`src/rtl/stream_mux_pkg.sv`:
```
// Shared constants and helpers for the stream multiplexer/arbiter slice.
package stream_mux_pkg;

  localparam int MODE_RR    = 0;
  localparam int MODE_FIXED = 1;
  localparam int MODE_EXT   = 2;

  // Index width that never collapses to zero bits, even for tiny channel counts.
  function automatic int clog2_min1(input int n);
    int r;
    r = 0;
    while ((1 << r) < n) r++;
    return (r < 1) ? 1 : r;
  endfunction

endpackage

```
`src/rtl/rr_arbiter.sv`:
```
// Rotating-priority arbiter: first requester at or above ptr wins, wrapping around.
module rr_arbiter
  import stream_mux_pkg::*;
#(
  parameter int NCH = 4,
  localparam int SELW = clog2_min1(NCH)
) (
  input  logic [NCH-1:0]  req,
  input  logic [SELW-1:0] ptr,
  output logic [SELW-1:0] grant,
  output logic            grant_valid
);

  logic [2*NCH-1:0] dbl;

  // Doubling the request vector turns the wrap-around search into a plain
  // lowest-set-bit search over positions at or above ptr.
  always_comb begin
    dbl         = {req, req};
    grant       = '0;
    grant_valid = 1'b0;
    for (int j = 0; j < 2*NCH; j++) begin
      if (!grant_valid && dbl[j] && (j >= int'(ptr))) begin
        grant_valid = 1'b1;
        grant       = (j >= NCH) ? SELW'(j - NCH) : SELW'(j);
      end
    end
  end

endmodule

```
`src/rtl/stream_mux_arb.sv`:
```
// N-channel stream multiplexer with selectable arbitration and a registered output stage.
module stream_mux_arb
  import stream_mux_pkg::*;
#(
  parameter int WIDTH = 2,
  parameter int NCH   = 4,
  parameter int MODE  = MODE_RR,
  localparam int SELW = clog2_min1(NCH)
) (
  input  logic                 clk,
  input  logic                 rst_n,
  input  logic [NCH-1:0]       in_valid,
  input  logic [NCH*WIDTH-1:0] in_data,
  output logic [NCH-1:0]       in_ready,
  input  logic [SELW-1:0]      sel_ext,
  output logic                 out_valid,
  output logic [WIDTH-1:0]     out_data,
  output logic [SELW-1:0]      out_ch,
  input  logic                 out_ready
);

  // Handshake: a beat transfers on any cycle where valid && ready are both high.
  // in_ready is a function of out_ready (via load) and the grant, never of the
  // channel's own valid beyond the grant; out_data/out_ch are stable while stalled.

  logic             load;
  logic [SELW-1:0]  ptr_q;
  logic [SELW-1:0]  arb_ptr;
  logic [SELW-1:0]  arb_grant;
  logic             arb_valid;
  logic             ext_valid;
  logic [SELW-1:0]  grant;
  logic             grant_valid;
  logic [WIDTH-1:0] grant_data;

  assign load    = !out_valid || out_ready;
  assign arb_ptr = (MODE == MODE_RR) ? ptr_q : '0;

  rr_arbiter #(.NCH(NCH)) u_arb (
    .req         (in_valid),
    .ptr         (arb_ptr),
    .grant       (arb_grant),
    .grant_valid (arb_valid)
  );

  // Out-of-range selects simply match no channel, so they yield no grant.
  always_comb begin
    ext_valid = 1'b0;
    for (int k = 0; k < NCH; k++) begin
      if (sel_ext == SELW'(k)) ext_valid = in_valid[k];
    end
  end

  always_comb begin
    grant       = arb_grant;
    grant_valid = arb_valid;
    if (MODE == MODE_EXT) begin
      grant       = sel_ext;
      grant_valid = ext_valid;
    end
  end

  always_comb begin
    grant_data = '0;
    in_ready   = '0;
    for (int k = 0; k < NCH; k++) begin
      if (grant == SELW'(k)) begin
        grant_data  = in_data[k*WIDTH +: WIDTH];
        in_ready[k] = load && grant_valid;
      end
    end
  end

  always_ff @(posedge clk or negedge rst_n) begin
    if (!rst_n) begin
      out_valid <= 1'b0;
      out_data  <= '0;
      out_ch    <= '0;
    end else if (load) begin
      out_valid <= grant_valid;
      if (grant_valid) begin
        out_data <= grant_data;
        out_ch   <= grant;
      end
    end
  end

  // Pointer only moves in round-robin mode and only on an accepted beat.
  always_ff @(posedge clk or negedge rst_n) begin
    if (!rst_n) begin
      ptr_q <= '0;
    end else if ((MODE == MODE_RR) && load && grant_valid) begin
      ptr_q <= (grant == SELW'(NCH - 1)) ? '0 : grant + SELW'(1);
    end
  end

endmodule

```
`config.mk`:
```
export PLATFORM = sky130hd
export DESIGN_NAME = stream_mux_arb
export DESIGN_NICKNAME = d
export VERILOG_FILES = /design/src/rtl/stream_mux_pkg.sv /design/src/rtl/rr_arbiter.sv /design/src/rtl/stream_mux_arb.sv
export SDC_FILE = /design/constraint.sdc
export NUM_CORES = 1
export LEC_CHECK = 0
export BUFFER_PORTS_ARGS = -buffer_cell sky130_fd_sc_hd__buf_2
export CORE_AREA = 2 2 39 41
export CTS_CLUSTER_SIZE = 14
export DETAILED_ROUTE_END_ITERATION = 12
export DIE_AREA = 0 0 41 43
export PLACE_DENSITY = 0.77
export REMOVE_ABC_BUFFERS = 1
export SLEW_MARGIN = 20
export SYNTH_ARGS = -nofsm -noshare
export SYNTH_HDL_FRONTEND = slang
export SYNTH_HIERARCHICAL = 1
export SYNTH_SLANG_ARGS = --single-unit
```
`constraint.sdc`:
```
create_clock -name clk -period 2.5 [get_ports clk]
set_clock_uncertainty 0.2 [all_clocks]
set_input_delay 0 -clock clk [delete_from_list [all_inputs] [get_ports clk]]
set_output_delay 0 -clock clk [all_outputs]
set_load 0.02 [all_outputs]
```
== Word level (Yosys, flattened, before mapping) ==
Index checks and enable logic that the tools add are counted.
Storage, ports and cells
  flip-flop bits (word level): 7
  bits of input ports: 17
  output and inout port bits: 9
  logic and storage cells: 57
Operators by class
  add/subtract/negate cells: 1
  $lt $le $gt $ge: 3
  equality and inequality tests: 3
  multiplexer cells: 24
  reduce and logical (&&, ||, !) cells: 22
Operators with widths (count)
  $mux 2: 11
  $mux 1: 13
  $logic_and 1x1->1: 11
  $logic_not 1->1: 8
  $eq 2x2->1 const B: 2
  $ge 1x2->1 const A: 2
  $add 2x1->2 const B: 1
  $eq 2x1->1 const B: 1
  $ge 2x2->1 const A: 1
  $logic_not 2->1: 1
  $reduce_and 2->1: 1
  $logic_or 1x1->1: 1

== Depth between registers and ports, before layout ==
Gate-level depths: netlist of the first run.
  depth in word-level cells: 31
  gate-level depth with buffers: 8

== By module ==
The synthesis of the first run kept the hierarchy.
Modules (own cells, without submodules)
  stream_mux_arb: times used 1, cells an instance 40, area each 431.7 um2
  rr_arbiter: times used 1, cells an instance 12, area each 73.8 um2

== Least setup slack after synthesis of the first run ==
OpenSTA, ideal clock, no wires.
  kind: flip-flop to flip-flop
  start point: reg ptr_q[1], in the netlist arb_ptr[1]
  end point: reg out_data[0]
  data arrival time: 1929 ps
  required time: 2218 ps
  setup slack: 289 ps
  cell stages (with the launch flop): 8
  clock period less this slack: 2211 ps
  path through: dfrtp_1 mux2i_1 nor2_1 a311oi_1 inv_1 ha_1 a221o_1 a31oi_1
Between the ends
  word-level cells in the longest chain between the ends: 31
  elaborated cells on any way between the ends: 44
Ends and longest elaborated chain
  start, declared: RTL line stream_mux_arb.sv:27  | logic [SELW-1:0] ptr_q;
  start signal, assigned: RTL line stream_mux_arb.sv:93  | ptr_q <= (grant == SELW'(NCH - 1)) ? '0 : grant + SELW'(1);
  $ge 1x2->1: RTL line rr_arbiter.sv:23  | if (!grant_valid && dbl[j] && (j >= int'(ptr))) begin
  $logic_and 1x1->1: RTL line rr_arbiter.sv:23
  $mux 1: RTL line rr_arbiter.sv:23
  $logic_not 1->1: RTL line rr_arbiter.sv:23
  $logic_and 1x1->1 (2 in a row): RTL line rr_arbiter.sv:23
  $mux 1: RTL line rr_arbiter.sv:23
  $logic_not 1->1: RTL line rr_arbiter.sv:23
  $logic_and 1x1->1 (2 in a row): RTL line rr_arbiter.sv:23
  [... 12 more ...]
  $mux 1: RTL line rr_arbiter.sv:23
  $logic_not 1->1: RTL line rr_arbiter.sv:23
  $logic_and 1x1->1: RTL line rr_arbiter.sv:23
  $mux 2 *: RTL line rr_arbiter.sv:23
  named net arb_grant[0]: RTL line stream_mux_arb.sv:29  | logic [SELW-1:0] arb_grant;
  $logic_not 2->1: RTL line stream_mux_arb.sv:67  | if (grant == SELW'(k)) begin
  $mux 2 (3 in a row): RTL line stream_mux_arb.sv:67
  $mux 2 *: RTL line stream_mux_arb.sv:67
  end signal, assigned: RTL line stream_mux_arb.sv:82  | out_data <= grant_data;
  end, declared: RTL line stream_mux_arb.sv:17  | output logic [WIDTH-1:0] out_data,
The timed path passes the listed nets; every way through them passes the cells marked *.
A chain may end at the register's enable or synchronous reset.

== Worst setup path in the final report of the first run ==
Ends and elaborated chain as after synthesis.

==> results of run 1 <==
## cells in the mapped netlist, types with 3 or more instances
master	count	area share
ha_1	4	0.099
dfrtp_1	7	0.35
nand2_1	3	0.022
and3_1	3	0.037
inv_1	5	0.037
a21oi_1	7	0.069
## flip-flops by register name, indices dropped and copies added (netlist names)
signal     cells
arb_ptr        2
out_ch         2
out_valid      1
out_data       2
## area by class of cell
class / instances / area share
Sequential cell: 7 / 0.229
Clock buffer: 4 / 0.0344
Timing Repair Buffer: 33 / 0.278
Inverter: 6 / 0.0311
Tap cell: 16 / 0.0262
Multi-Input combinational cell: 39 / 0.401
## worst paths after layout
check / start / end / slack [ns] / cells past startpoint
worst max-delay path: arb_ptr[1] / out_data[0] / 0.24 / 8
worst min-delay path: in_data[3] / out_data[1] / 0.04 / 4
worst max register to register: arb_ptr[1] / out_data[0] / 0.24 / 8
worst min register to register: out_ch[0] / out_ch[0] / 0.28 / 1
max in group asynchronous: rst_n / out_ch[1] / 1.33 / 3
min in group asynchronous: rst_n / out_data[1] / 0.52 / 3
## cells by family (layout without fill, tap and decap cells)
logic type,count (synthesis),in the layout,share of synthesized area
AOI/OAI and AO/OA,14,14,0.181
adders and majority gates,4,4,0.0990
buffers and inverters,6,43,0.0470
DFF,7,7,0.347
muxes,5,5,0.124
and+or+nand+nor,16,16,0.203
## routing by layer
metal / vias up / track usage / share of wire
met2: 25 / 0.297 / 0.50
met4: 0 / 0.107 / 0.027
met3: 4 / 0.0314 / 0.078
met5: - / 0 / 0
met1: 234 / 0.200 / 0.39
li1: 262 / - / -
## critical path, cell delays in order, from the launching register on
cell,delay (ns)
dfrtp_1,0.44
mux2i_1,0.21
nor2_1,0.05
a311oi_1,0.24
buf_4,0.18
inv_1,0.06
ha_1,0.25
a221o_1,0.37
a31oi_1,0.17
## report_power, final
| group | switching [mW] | internal [mW] |
|---|---|---|
| Sequential | 0.0347 | 0.161 |
| Clock | 0.0424 | 0.0610 |
| Combinational | 0.196 | 0.178 |
| Total | 0.273 | 0.399 |
## repair_timing
item / in CTS / in global routing
setup buffers: 0 / 0
hold buffers: 9 / 0
hold endpoints to repair: 10 / 0
==> results.yml, run 1 <==
outcome:
  status: "finished clean"
die:
  die-area_um2: 1760
  row_count: 14
  die_w_um: 41
  core_area_um2: 1380
  initial_core_util: 0.365
  num_io_pins: 26
  die_h_um: 43
layout:
  final_util: 0.552
  design_area_um2: 764
  layout_commonest_cell: "buf_2"
  multi_input_area_um2: 307
  layout.cells.non_filler: 105
  fin_nets: 111
  syn_to_final_growth_pct: 51.2
  regArea_um2: 175
  layout_common_cells: "23 x buf_2, 9 x dlygate4sd3_1, 7 x a21oi_1, 7 x dfrtp_1, 5 x inv_1"
  num_antenna_cells: 0
  nFillCells: 127
  drive_gt1_frac: 0.371
sta:
  period_share: 0.902
  hold_ws_ns: 0.0408
  fmax_mhz: 443
  hold_viol: 0
  grt_setup_unrepaired: "no"
  drv_slew: 0
  layout_setup_ws_ns: 0.244
  period_needed_ns: 2.26
  slew_headroom: 0.781
  tightest_slew_ns: 0.327
  setup_viol_count_final: 0
  fin_setup_tns_ns: 0
routing:
  wl_mm: 1.32
  ant_nets: 0
  drtIter0Drc: 4
  dr.pass1.iters: 6
  wl_per_cell_um: 12.5
  viasPerCell: 5.00
  drc: 0
  via_count: 525
power:
  leakagePower_nw: 0.397
  power_density_nw_per_um2: 880
  p_total_uw: 673
  peakVddDrop_uv: 344
placement:
  gp_congestion: 0.705
  port_buffers: 23
  place_ws_ns: 0.281
  place_area_um2: 648
  place_hpwl_um: 866
  dp.cells: 92
grt:
  grt-ovfl-total: 0
  antenna_found_initial: 0
  grt_first_pass_wirelength_mm: 2.10
  grt_pass1_vias: 524
  grt_max_degree: 10
  grt_usage: 0.180
yosys:
  synthCells: 52
  synthesis.area_um2: 505
  ys.flop_type: "dfrtp_1"
  synth.yosys.seq_area_share: 0.347
  synth_edf_count: 0
  yosys_warnings: 6
  syn_area_per_cell_um2: 9.72
  yosys_register_bits: 7
  synth_cell_types: 22
  async_flop_share: 1.00
cts:
  clock_sinks: 7
  h-tree-depth: 1
  clockBufferDepth: 2
  cts.reportedPaths.clkPinSlew_ns: 0.05
  cts_tree: "built"
  cts-root-buf: "clkbuf_4"
  ctsResizeCount: 0
  insertion_delay_ns: 0.25
  cts_buffers: 3
setup_path:
  worstPathRequired_ns: 2.47
  cp_data_arrival_time_ns: 2.23
  critPathKind: "reg -> reg"
  endpoint_kind: "flop"
  cp_max_fo: 6
  startpoint_type: "flop"
run:
  maxCapViolCount: 0
worst_hold_path:
  hold_path_class: "in -> reg"
(Power assumes the default switching activity.)
==> run 2: changes to the inputs <==
- RECOVER_POWER: unset -> 25
==> run 2 against run 1 <==
  * Count of clock-buffer cells in the layout stayed put
  * Via count stayed put
  * Non-clock buffer count is the same
  * Fmax about the same
  * Power down 1.0%
  * Largest cell class unchanged
==> results.yml, run 2 (synthesis results as in run 1) <==
outcome:
  status: "finished clean"
die:
  die-area_um2: 1760
  initial_core_util: 0.365
  core_area_um2: 1380
  row_count: 14
  num_io_pins: 26
  die_w_um: 41
  die_h_um: 43
layout:
  nFillCells: 131
  layout.cells.non_filler: 105
  layout_common_cells: "18 x buf_2, 9 x dlygate4sd3_1, 7 x a21oi_1, 7 x dfrtp_1, 6 x clkbuf_1"
  fin_nets: 111
  layout_commonest_cell: "buf_2"
  num_antenna_cells: 0
  drive_gt1_frac: 0.315
  syn_to_final_growth_pct: 50.0
sta:
  tightest_slew_ns: 0.327
  hold_ws_ns: 0.0407
  period_needed_ns: 2.26
  period_share: 0.902
  fin_setup_tns_ns: 0
  drv_slew: 0
  fmax_mhz: 443
  slew_headroom: 0.781
  hold_viol: 0
  grt_setup_unrepaired: "no"
  setup_viol_count_final: 0
cts:
  cts.reportedPaths.clkPinSlew_ns: 0.05
  h-tree-depth: 1
  clock_sinks: 7
  insertion_delay_ns: 0.25
  ctsResizeCount: 0
  cts_setup_buffers: 0
  cts-root-buf: "clkbuf_4"
  clockBufferDepth: 2
  cts_hold_buffers: 9
  cts_tree: "built"
  cts_buffers: 3
placement:
  dp.cells: 92
  gp_congestion: 0.705
  port_buffers: 23
  place_hpwl_um: 866
power:
  leakagePower_nw: 0.385
  p_total_uw: 666
  power_density_nw_per_um2: 878
  peakVddDrop_uv: 342
worst_hold_path:
  hold_depth: 4
  hold_path_class: "in -> reg"
routing:
  drtIter0Drc: 4
  dr.pass1.iters: 6
  via_count: 525
  wl_mm: 1.33
  drc: 0
  ant_nets: 0
  wl_per_cell_um: 12.6
  viasPerCell: 5.00
setup_path:
  reg2regPathDepth: 8
  cp.depth: 8
  worstPathRequired_ns: 2.47
  worstPathCellList: "mux2i_1 -> nor2_1 -> a311oi_1 -> buf_4 -> inv_1 -> ha_1 -> a221o_1 -> a31oi_1"
  critPathKind: "reg -> reg"
  critPathBufInv: 2
  startpoint_type: "flop"
  crit_family: "compound AO/OA/AOI/OAI gates"
  cp_data_arrival_time_ns: 2.23
  cpMaxStageDelayCell: "dfrtp_1"
  cp_max_fo: 6
  endpoint_kind: "flop"
  rrSetupSlack_ns: 0.24
  cpPeakStageDelay_ns: 0.44
run:
  maxCapViolCount: 0
grt:
  grt_pass1_vias: 524
  grt_first_pass_wirelength_mm: 2.10
  grt-ovfl-total: 0
  antenna_found_initial: 0
  grt_max_degree: 10
  grt_usage: 0.180
run 2: cell count changes in the layout (fill, tap and decap cells not counted):
cell      delta
clkbuf_1     +5
buf_2        -5
run 2: per-stage QoR:
step	setup slack, ns	utilization	instance area, um2
6_report	0.244	0.548	758
5_1_grt	0.0794	0.548	758
4_1_cts	0.262	0.552	764
3_5_place_dp	0.281	0.468	648
3_3_place_gp	0.330	0.468	648
2_1_floorplan	0.289	-	505
run 2: final cells by class:
type	count	area, um2	area share
clock buffers	4	26.3	0.0347
inverters	6	23.8	0.0314
multi-input cells	39	307	0.404
flip-flops and latches	7	175	0.231
well taps	16	20.0	0.0264
repair buffers	33	206	0.272
run 2: tightest hold or removal path: stages:
cell and delay, ns:
buf_2 0.10, a21oi_1 0.13, a221o_1 0.15, a31oi_1 0.07
run 2: worst paths after layout:
kind / from / endpoint
setup / recovery: arb_ptr[1] / out_data[0]
hold / removal: in_data[3] / out_data[1]
setup reg to reg: arb_ptr[1] / out_data[0]
hold reg to reg: out_ch[0] / out_ch[0]
max in group asynchronous: rst_n / out_ch[1]
min in group asynchronous: rst_n / out_data[1]
run 2: power breakdown:
part,internal (mW),switching (mW),total [mW]
Combinational,0.169,0.197,0.366
Clock,0.0610,0.0424,0.103
Sequential,0.161,0.0358,0.197
run 2: metal layers:
layer  share of wire  track usage  vias up
li1                -            -      262
met4           0.026        0.107        0
met3           0.073       0.0314        4
met5               0            0        -
met1            0.40        0.200      234
met2            0.50        0.297       25
